## src/rtl/gpio_core_pkg.sv

```systemverilog
// Shared register map, interrupt-mode encoding and limits for the GPIO core
// with per-pin interrupts.
package gpio_core_pkg;

  localparam int WIDTH_MAX = 32;

  // Register word indices.
  localparam int DAT   = 0;
  localparam int DIR   = 1;
  localparam int IEN   = 2;
  localparam int ISTAT = 3;
  localparam int IMODE = 4;
  localparam int IPOL  = 5;
  localparam int PIN   = 6;

  typedef enum logic {
    IMODE_LEVEL = 1'b0,
    IMODE_EDGE  = 1'b1
  } imode_e;

endpackage

```

## src/rtl/gpio_irq_bit.sv

```systemverilog
// Per-pin input synchroniser, edge history and sticky W1C interrupt status bit.
module gpio_irq_bit
  import gpio_core_pkg::*;
#(
  parameter int SYNC_STAGES = 2
) (
  input  logic   clk_i,
  input  logic   rst_i,
  input  logic   pin_i,
  input  logic   dir_i,
  input  imode_e mode_i,
  input  logic   pol_i,
  input  logic   clr_i,
  input  logic   arm_i,
  output logic   sync_o,
  output logic   stat_o
);

  logic [SYNC_STAGES-1:0] sync_q;
  logic                   prev_q;
  logic                   stat_q;
  logic                   stat_d;
  logic                   active;
  logic                   active_prev;
  logic                   cond;

  always_ff @(posedge clk_i) begin
    if (rst_i) begin
      sync_q <= '0;
      prev_q <= 1'b0;
      stat_q <= 1'b0;
    end else begin
      sync_q <= {sync_q[SYNC_STAGES-2:0], pin_i};
      prev_q <= sync_q[SYNC_STAGES-1];
      stat_q <= stat_d;
    end
  end

  // Polarity folds low/falling onto high/rising so one detector serves both.
  always_comb begin
    active      = sync_q[SYNC_STAGES-1] ^ pol_i;
    active_prev = prev_q ^ pol_i;
    cond        = 1'b0;
    if (dir_i) begin
      if (mode_i == IMODE_EDGE) cond = active & ~active_prev & arm_i;
      else                      cond = active;
    end
    stat_d = cond | (stat_q & ~clr_i);
  end

  assign sync_o = sync_q[SYNC_STAGES-1];
  assign stat_o = stat_q;

endmodule

```

## src/rtl/gpio_core_irq.sv

```systemverilog
// GPIO core with direction control and per-pin level/edge interrupts behind a
// simple one-write-port / one-read-port register bus.
module gpio_core_irq
  import gpio_core_pkg::*;
#(
  parameter int WIDTH       = 32,
  parameter int ADR_W       = 8,
  parameter int SYNC_STAGES = 2
) (
  input  logic             iCLK,
  input  logic             iRST,
  input  logic [ADR_W-1:0] iWADR,
  input  logic             iWR,
  input  logic [31:0]      iWDAT,
  input  logic [ADR_W-1:0] iRADR,
  output logic [31:0]      oRDAT,
  input  logic [WIDTH-1:0] iGPIN,
  output logic [WIDTH-1:0] oGPOUT,
  output logic [WIDTH-1:0] oGPOE,
  output logic             oINT,
  output logic             oERR
);

  localparam int ARM_N = SYNC_STAGES + 1;
  localparam int CNT_W = $clog2(ARM_N + 1);

  logic [ADR_W-1:0] adr;
  logic [WIDTH-1:0] wdat;
  logic [WIDTH-1:0] dat_q, dat_d;
  logic [WIDTH-1:0] dir_q, dir_d;
  logic [WIDTH-1:0] ien_q, ien_d;
  logic [WIDTH-1:0] imode_q, imode_d;
  logic [WIDTH-1:0] ipol_q, ipol_d;
  logic [WIDTH-1:0] istat;
  logic [WIDTH-1:0] pin_sync;
  logic [WIDTH-1:0] clr;
  logic [CNT_W-1:0] arm_cnt_q, arm_cnt_d;
  logic             arm;
  logic [31:0]      rdat_q, rdat_d;
  logic             err_q, err_d;

  assign adr  = iWR ? iWADR : iRADR;
  assign wdat = iWDAT[WIDTH-1:0];
  assign arm  = (arm_cnt_q == CNT_W'(ARM_N));

  always_comb begin
    dat_d     = dat_q;
    dir_d     = dir_q;
    ien_d     = ien_q;
    imode_d   = imode_q;
    ipol_d    = ipol_q;
    clr       = '0;
    err_d     = 1'b0;
    rdat_d    = '0;
    arm_cnt_d = arm ? arm_cnt_q : arm_cnt_q + CNT_W'(1);

    // Read data always reflects the pre-write contents of the selected word.
    case (adr)
      ADR_W'(DAT):   rdat_d[WIDTH-1:0] = dat_q;
      ADR_W'(DIR):   rdat_d[WIDTH-1:0] = dir_q;
      ADR_W'(IEN):   rdat_d[WIDTH-1:0] = ien_q;
      ADR_W'(ISTAT): rdat_d[WIDTH-1:0] = istat;
      ADR_W'(IMODE): rdat_d[WIDTH-1:0] = imode_q;
      ADR_W'(IPOL):  rdat_d[WIDTH-1:0] = ipol_q;
      ADR_W'(PIN):   rdat_d[WIDTH-1:0] = pin_sync;
      default:       rdat_d = '0;
    endcase

    if (iWR) begin
      case (adr)
        ADR_W'(DAT):   dat_d   = wdat & ~dir_q;
        ADR_W'(DIR):   dir_d   = wdat;
        ADR_W'(IEN):   ien_d   = wdat;
        ADR_W'(ISTAT): clr     = wdat;
        ADR_W'(IMODE): imode_d = wdat;
        ADR_W'(IPOL):  ipol_d  = wdat;
        default:       err_d   = 1'b1;
      endcase
    end
  end

  always_ff @(posedge iCLK) begin
    if (iRST) begin
      dat_q     <= '0;
      dir_q     <= '0;
      ien_q     <= '0;
      imode_q   <= '0;
      ipol_q    <= '0;
      arm_cnt_q <= '0;
      rdat_q    <= '0;
      err_q     <= 1'b0;
    end else begin
      dat_q     <= dat_d;
      dir_q     <= dir_d;
      ien_q     <= ien_d;
      imode_q   <= imode_d;
      ipol_q    <= ipol_d;
      arm_cnt_q <= arm_cnt_d;
      rdat_q    <= rdat_d;
      err_q     <= err_d;
    end
  end

  for (genvar i = 0; i < WIDTH; i++) begin : g_bit
    gpio_irq_bit #(
      .SYNC_STAGES(SYNC_STAGES)
    ) u_bit (
      .clk_i (iCLK),
      .rst_i (iRST),
      .pin_i (iGPIN[i]),
      .dir_i (dir_q[i]),
      .mode_i(imode_e'(imode_q[i])),
      .pol_i (ipol_q[i]),
      .clr_i (clr[i]),
      .arm_i (arm),
      .sync_o(pin_sync[i]),
      .stat_o(istat[i])
    );
  end

  assign oRDAT  = rdat_q;
  assign oERR   = err_q;
  assign oGPOUT = dat_q & ~dir_q;
  assign oGPOE  = ~dir_q;
  assign oINT   = |(istat & ien_q & dir_q);

endmodule

```

## config.mk

```make
export PLATFORM = sky130hd
export DESIGN_NAME = gpio_core_irq
export DESIGN_NICKNAME = d
export VERILOG_FILES = /design/src/rtl/gpio_core_pkg.sv /design/src/rtl/gpio_irq_bit.sv /design/src/rtl/gpio_core_irq.sv
export SDC_FILE = /design/constraint.sdc
export NUM_CORES = 1
export LEC_CHECK = 0
export ABC_AREA = 1
export BUFFER_PORTS_ARGS = -buffer_cell sky130_fd_sc_hd__buf_2
export CAP_MARGIN = 20
export CELL_PAD_IN_SITES_DETAIL_PLACEMENT = 1
export CELL_PAD_IN_SITES_GLOBAL_PLACEMENT = 1
export CORE_MARGIN = 4
export CORE_UTILIZATION = 38
export DETAILED_ROUTE_END_ITERATION = 6
export GPL_TIMING_DRIVEN = 1
export PLACE_DENSITY_LB_ADDON = 0.25
export SLEW_MARGIN = 15
export SYNTH_ARGS = -nofsm -noshare
export SYNTH_HDL_FRONTEND = slang
export SYNTH_SLANG_ARGS = --single-unit
```

## constraint.sdc

```tcl
create_clock -name iCLK -period 1.8 [get_ports iCLK]
set_input_delay 0.45 -clock iCLK [delete_from_list [all_inputs] [get_ports iCLK]]
set_output_delay 0.45 -clock iCLK [all_outputs]
set_load 0.01 [all_outputs]
```

==> results.toml <==
[synthesis]
synth_edf_count = 0
synth_area_leaders = "dfxtp_1, a21oi_1, nand3_1"
yosys.cell_count.top_type = "dfxtp_1"
synth_top_cell_area_share = 0.448
post_synthesis_average_cell_area_um2 = 7.02
synth.net_count = 2141
syn_inst = 2057
netlist-cell-type-count = 31
synthesis.area_mm2 = 0.0144
synth.yosys.seq_area_share = 0.448
postSynthRegisterBits = 323
yosysTopAreaCell = "dfxtp_1"
ys_dominant_reg_cell = "dfxtp_1"
ys_top_cells_by_count = "dfxtp_1, a21oi_1, inv_1"
synth_warnings = 0
synth_async_sr_flop_share = 0

[global_route]
global_route_wire_length_before_repair_mm = 84.8
grtUsageTotal = 0.255
antenna_found_initial = 1
vias_in_the_first_global_route = 15680
globalRouteOverflowTotal = 0
grt_start_max_net_pins = 125

[worst_setup_path]
critical_path_launch_point_type = "flip-flop"
cp_data_arrival_time_ns = 1.74
cp.required_ns = 1.35
endpoint_kind = "output pin"
critical_path.reg2reg.endpoint = "g_bit[29].u_bit.stat_o"
setup.reg_to_reg.worst_slack_ns = 0.16
setup.worst_path.end = "oINT"
r2r.worst_path.cells = 6
r2r_start = "arm_cnt_q[0]"
path_max_fanout = 3
cp-startpoint = "g_bit[31].u_bit.stat_o"
worst-setup-path-type = "reg -> out"

[routing]
top_layer_used = "met4"
via_per_inst = 5.35
wl_met2_mm = 25.4
wl_per_cell_um = 19.2
wl_mm = 53.6
drt-pass1-iter-count = 5
drc = 0
drt_first_iter_violations = 923
route.vias.total = 14918
routed-wl-met3_mm = 2.99
drt-met1-wl_mm = 23.7
detail-route-antenna-nets = 0

[final_layout]
final_layout_size_suffix_gt1_frac = 0.179
area_growth_pct = 24.3
area_taken_by_multi_input_logic_gates_mm2 = 0.00635
regArea_mm2 = 0.00647
post_layout_nonfiller_instances = 2791
n_fill_cell = 4814
finish.net_count = 2338

[power]
irDropWorstVdd_mv = 0.496
leakagePower_nw = 7.32
power-per-cell-area_mw_per_mm2 = 881

[timing]
rsz0062_at_grt = "true"
clock_tree_skew_after_final_layout_ns = 0.0156
worst_hold_slack_ns = 0.105
final-max-slew-violation-count = 0
worstMarginPinSlew_ns = 0.634
period_needed_ns = 2.19
clock.fmax_mhz = 457
final_hold_viol_count = 0
postLayoutSetupSlackWorst_ns = -0.389
timing.final.setup_violations = 1
timing.final.crit_share = 1.22
slew-limit-headroom = 0.577

[clock_tree]
cts.root.buffer_cell = "clkbuf_16"
clock_tree.htree_level_count = 2
cts_made_buffers = 38
clock_tree_from_tritoncts = "yes"
count_of_hold_buffers_inserted_by_post_cts_repair = 0
cts_setup_buffers = 0
clock_latency_ns = 0.55
clkTransAtPathRegs_ns = 0.06
tritoncts_num_sinks = 323
clk_path_buf_depth = 3

[floorplanning]
fp-row-count = 71
die-height_um = 203
floorplan.io_pins = 181
dieArea_mm2 = 0.0412
die_w_um = 203
initial_utilization = 0.384
core_area_mm2 = 0.0376

[placement]
detailedPlacementHpwl_mm = 35.8
finalWeightedCongestion = 0.851
numPortBuffers = 180
placedCellCount = 2725

[outcome]
failed_checks = "negative setup slack"
run_status = "finished with violations"

[run]
drv_cap = 0

[worst_hold_path]
hp-class = "in -> reg"
## metal layers
metal | up-vias | track usage
met5 | - | 0
met4 | 0 | 0.0807
met3 | 92 | 0.0395
met2 | 412 | 0.428
met1 | 7287 | 0.337
li1 | 7127 | -
## timing repair
| item | 4_1_cts | 5_1_grt |
|---|---|---|
| setup endpoints to repair | 6 | 3 |
| gates resized for setup | 13 | 18 |
| pin swaps | 4 | 7 |
## final cells by class
class	instances	share of cell area
clock buffers	58	0.0645
multi-input cells	1323	0.354
inverters	274	0.0575
flip-flops and latches	323	0.361
repair buffers	294	0.125
clock inverters	7	0.00216
well taps	511	0.0356
diodes	1	0.000140
## worst min path at each step
stage | slack [ns] | cells after the start | end | startpoint
floorplan | 0.39 | 2 | g_bit[0].u_bit.sync_q[1] | g_bit[0].u_bit.sync_q[0]
global placement | 0.39 | 2 | g_bit[27].u_bit.sync_q[1] | g_bit[27].u_bit.sync_q[0]
detailed placement | 0.40 | 2 | g_bit[1].u_bit.sync_q[1] | g_bit[1].u_bit.sync_q[0]
CTS | 0.09 | 3 | g_bit[9].u_bit.sync_q[0] | iGPIN[9]
global route | 0.11 | 3 | g_bit[10].u_bit.sync_q[0] | iGPIN[10]
finish | 0.11 | 3 | g_bit[29].u_bit.sync_q[0] | iGPIN[29]
## where the power goes
part | switching, mW | total (mW) | internal (mW) | leakage [nW]
clock | 3.09 | 7.51 | 4.41 | 0.597
sequential | 0.0582 | 7.31 | 7.26 | 2.62
combinational | 0.686 | 0.989 | 0.303 | 4.10
total | 3.84 | 15.8 | 12.0 | 7.32
## placed cells by master, fill, tap and decap left out, types with 2 or more instances in the layout
| master | synthesis | layout |
|---|---|---|
| o21ai_0 | 159 | 159 |
| clkbuf_16 | 0 | 39 |
| clkbuf_1 | 60 | 8 |
| dfxtp_2 | 0 | 6 |
| a21oi_1 | 284 | 284 |
| nand3b_1 | 2 | 2 |
| nand2_2 | 10 | 12 |
| dfxtp_1 | 323 | 317 |
| nand2_1 | 250 | 248 |
| clkinv_2 | 0 | 6 |
| nand4_1 | 70 | 70 |
| buf_2 | 46 | 178 |
| inv_2 | 1 | 5 |
| inv_1 | 272 | 268 |
| nand3_4 | 1 | 2 |
| nand3_2 | 2 | 10 |
| o21ai_1 | 3 | 3 |
| nor2_1 | 232 | 226 |
| clkbuf_8 | 0 | 12 |
| nand3_1 | 228 | 219 |
| a211oi_2 | 2 | 2 |
| nor2_2 | 4 | 4 |
| nor3_1 | 65 | 64 |
| nor2_4 | 5 | 11 |
| buf_12 | 0 | 38 |
| buf_4 | 13 | 77 |
## state kept, by name, indices dropped and copies added, names as in the netlist
register and cells:
oRDAT 32, dat_q 32, g_bit.u_bit.stat_o 32, g_bit.u_bit.prev_q 32, ien_q 32, oERR 1
dir_q 32, ipol_q 32, imode_q 32, g_bit.u_bit.sync_q 64, arm_cnt_q 2
## cell families (layout without fill, tap and decap cells)
logic type / Yosys count / count (layout) / synth area share
and+or+nand+nor: 871 / 871 / 0.273
other: 0 / 1 / 0
buffers and inverters: 411 / 633 / 0.120
adders and majority gates: 1 / 1 / 0.000867
DFF: 323 / 323 / 0.448
xor gates and xnor gates: 1 / 1 / 0.000607
AOI/OAI and AO/OA: 450 / 450 / 0.157
## worst max-delay path, stage by stage (launching register included)
cell and delay [ns]:
dfxtp_1 0.33, nand3_2 0.10, nand4_1 0.21, nor3_4 0.18, nand4_1 0.18, buf_2 0.19
## metrics by stage
| step | total power [mW] | setup WS, ns | utilization | instance area (um2) | setup TNS, ns |
|---|---|---|---|---|---|
| after floorplan | 7.96 | 0.0257 | - | 14400 | 0 |
| after global placement | 8.42 | -0.311 | 0.443 | 16600 | -25.74 |
| after detailed placement | 8.45 | -0.376 | 0.443 | 16600 | -43.93 |
| after CTS | 16.0 | -0.435 | 0.476 | 17900 | -0.435 |
| after global routing | 16.3 | -0.395 | 0.477 | 17900 | -0.397 |
| final | 15.8 | -0.389 | 0.477 | 17900 | -0.389 |
Note: power is estimated with default switching activity, not from simulation.
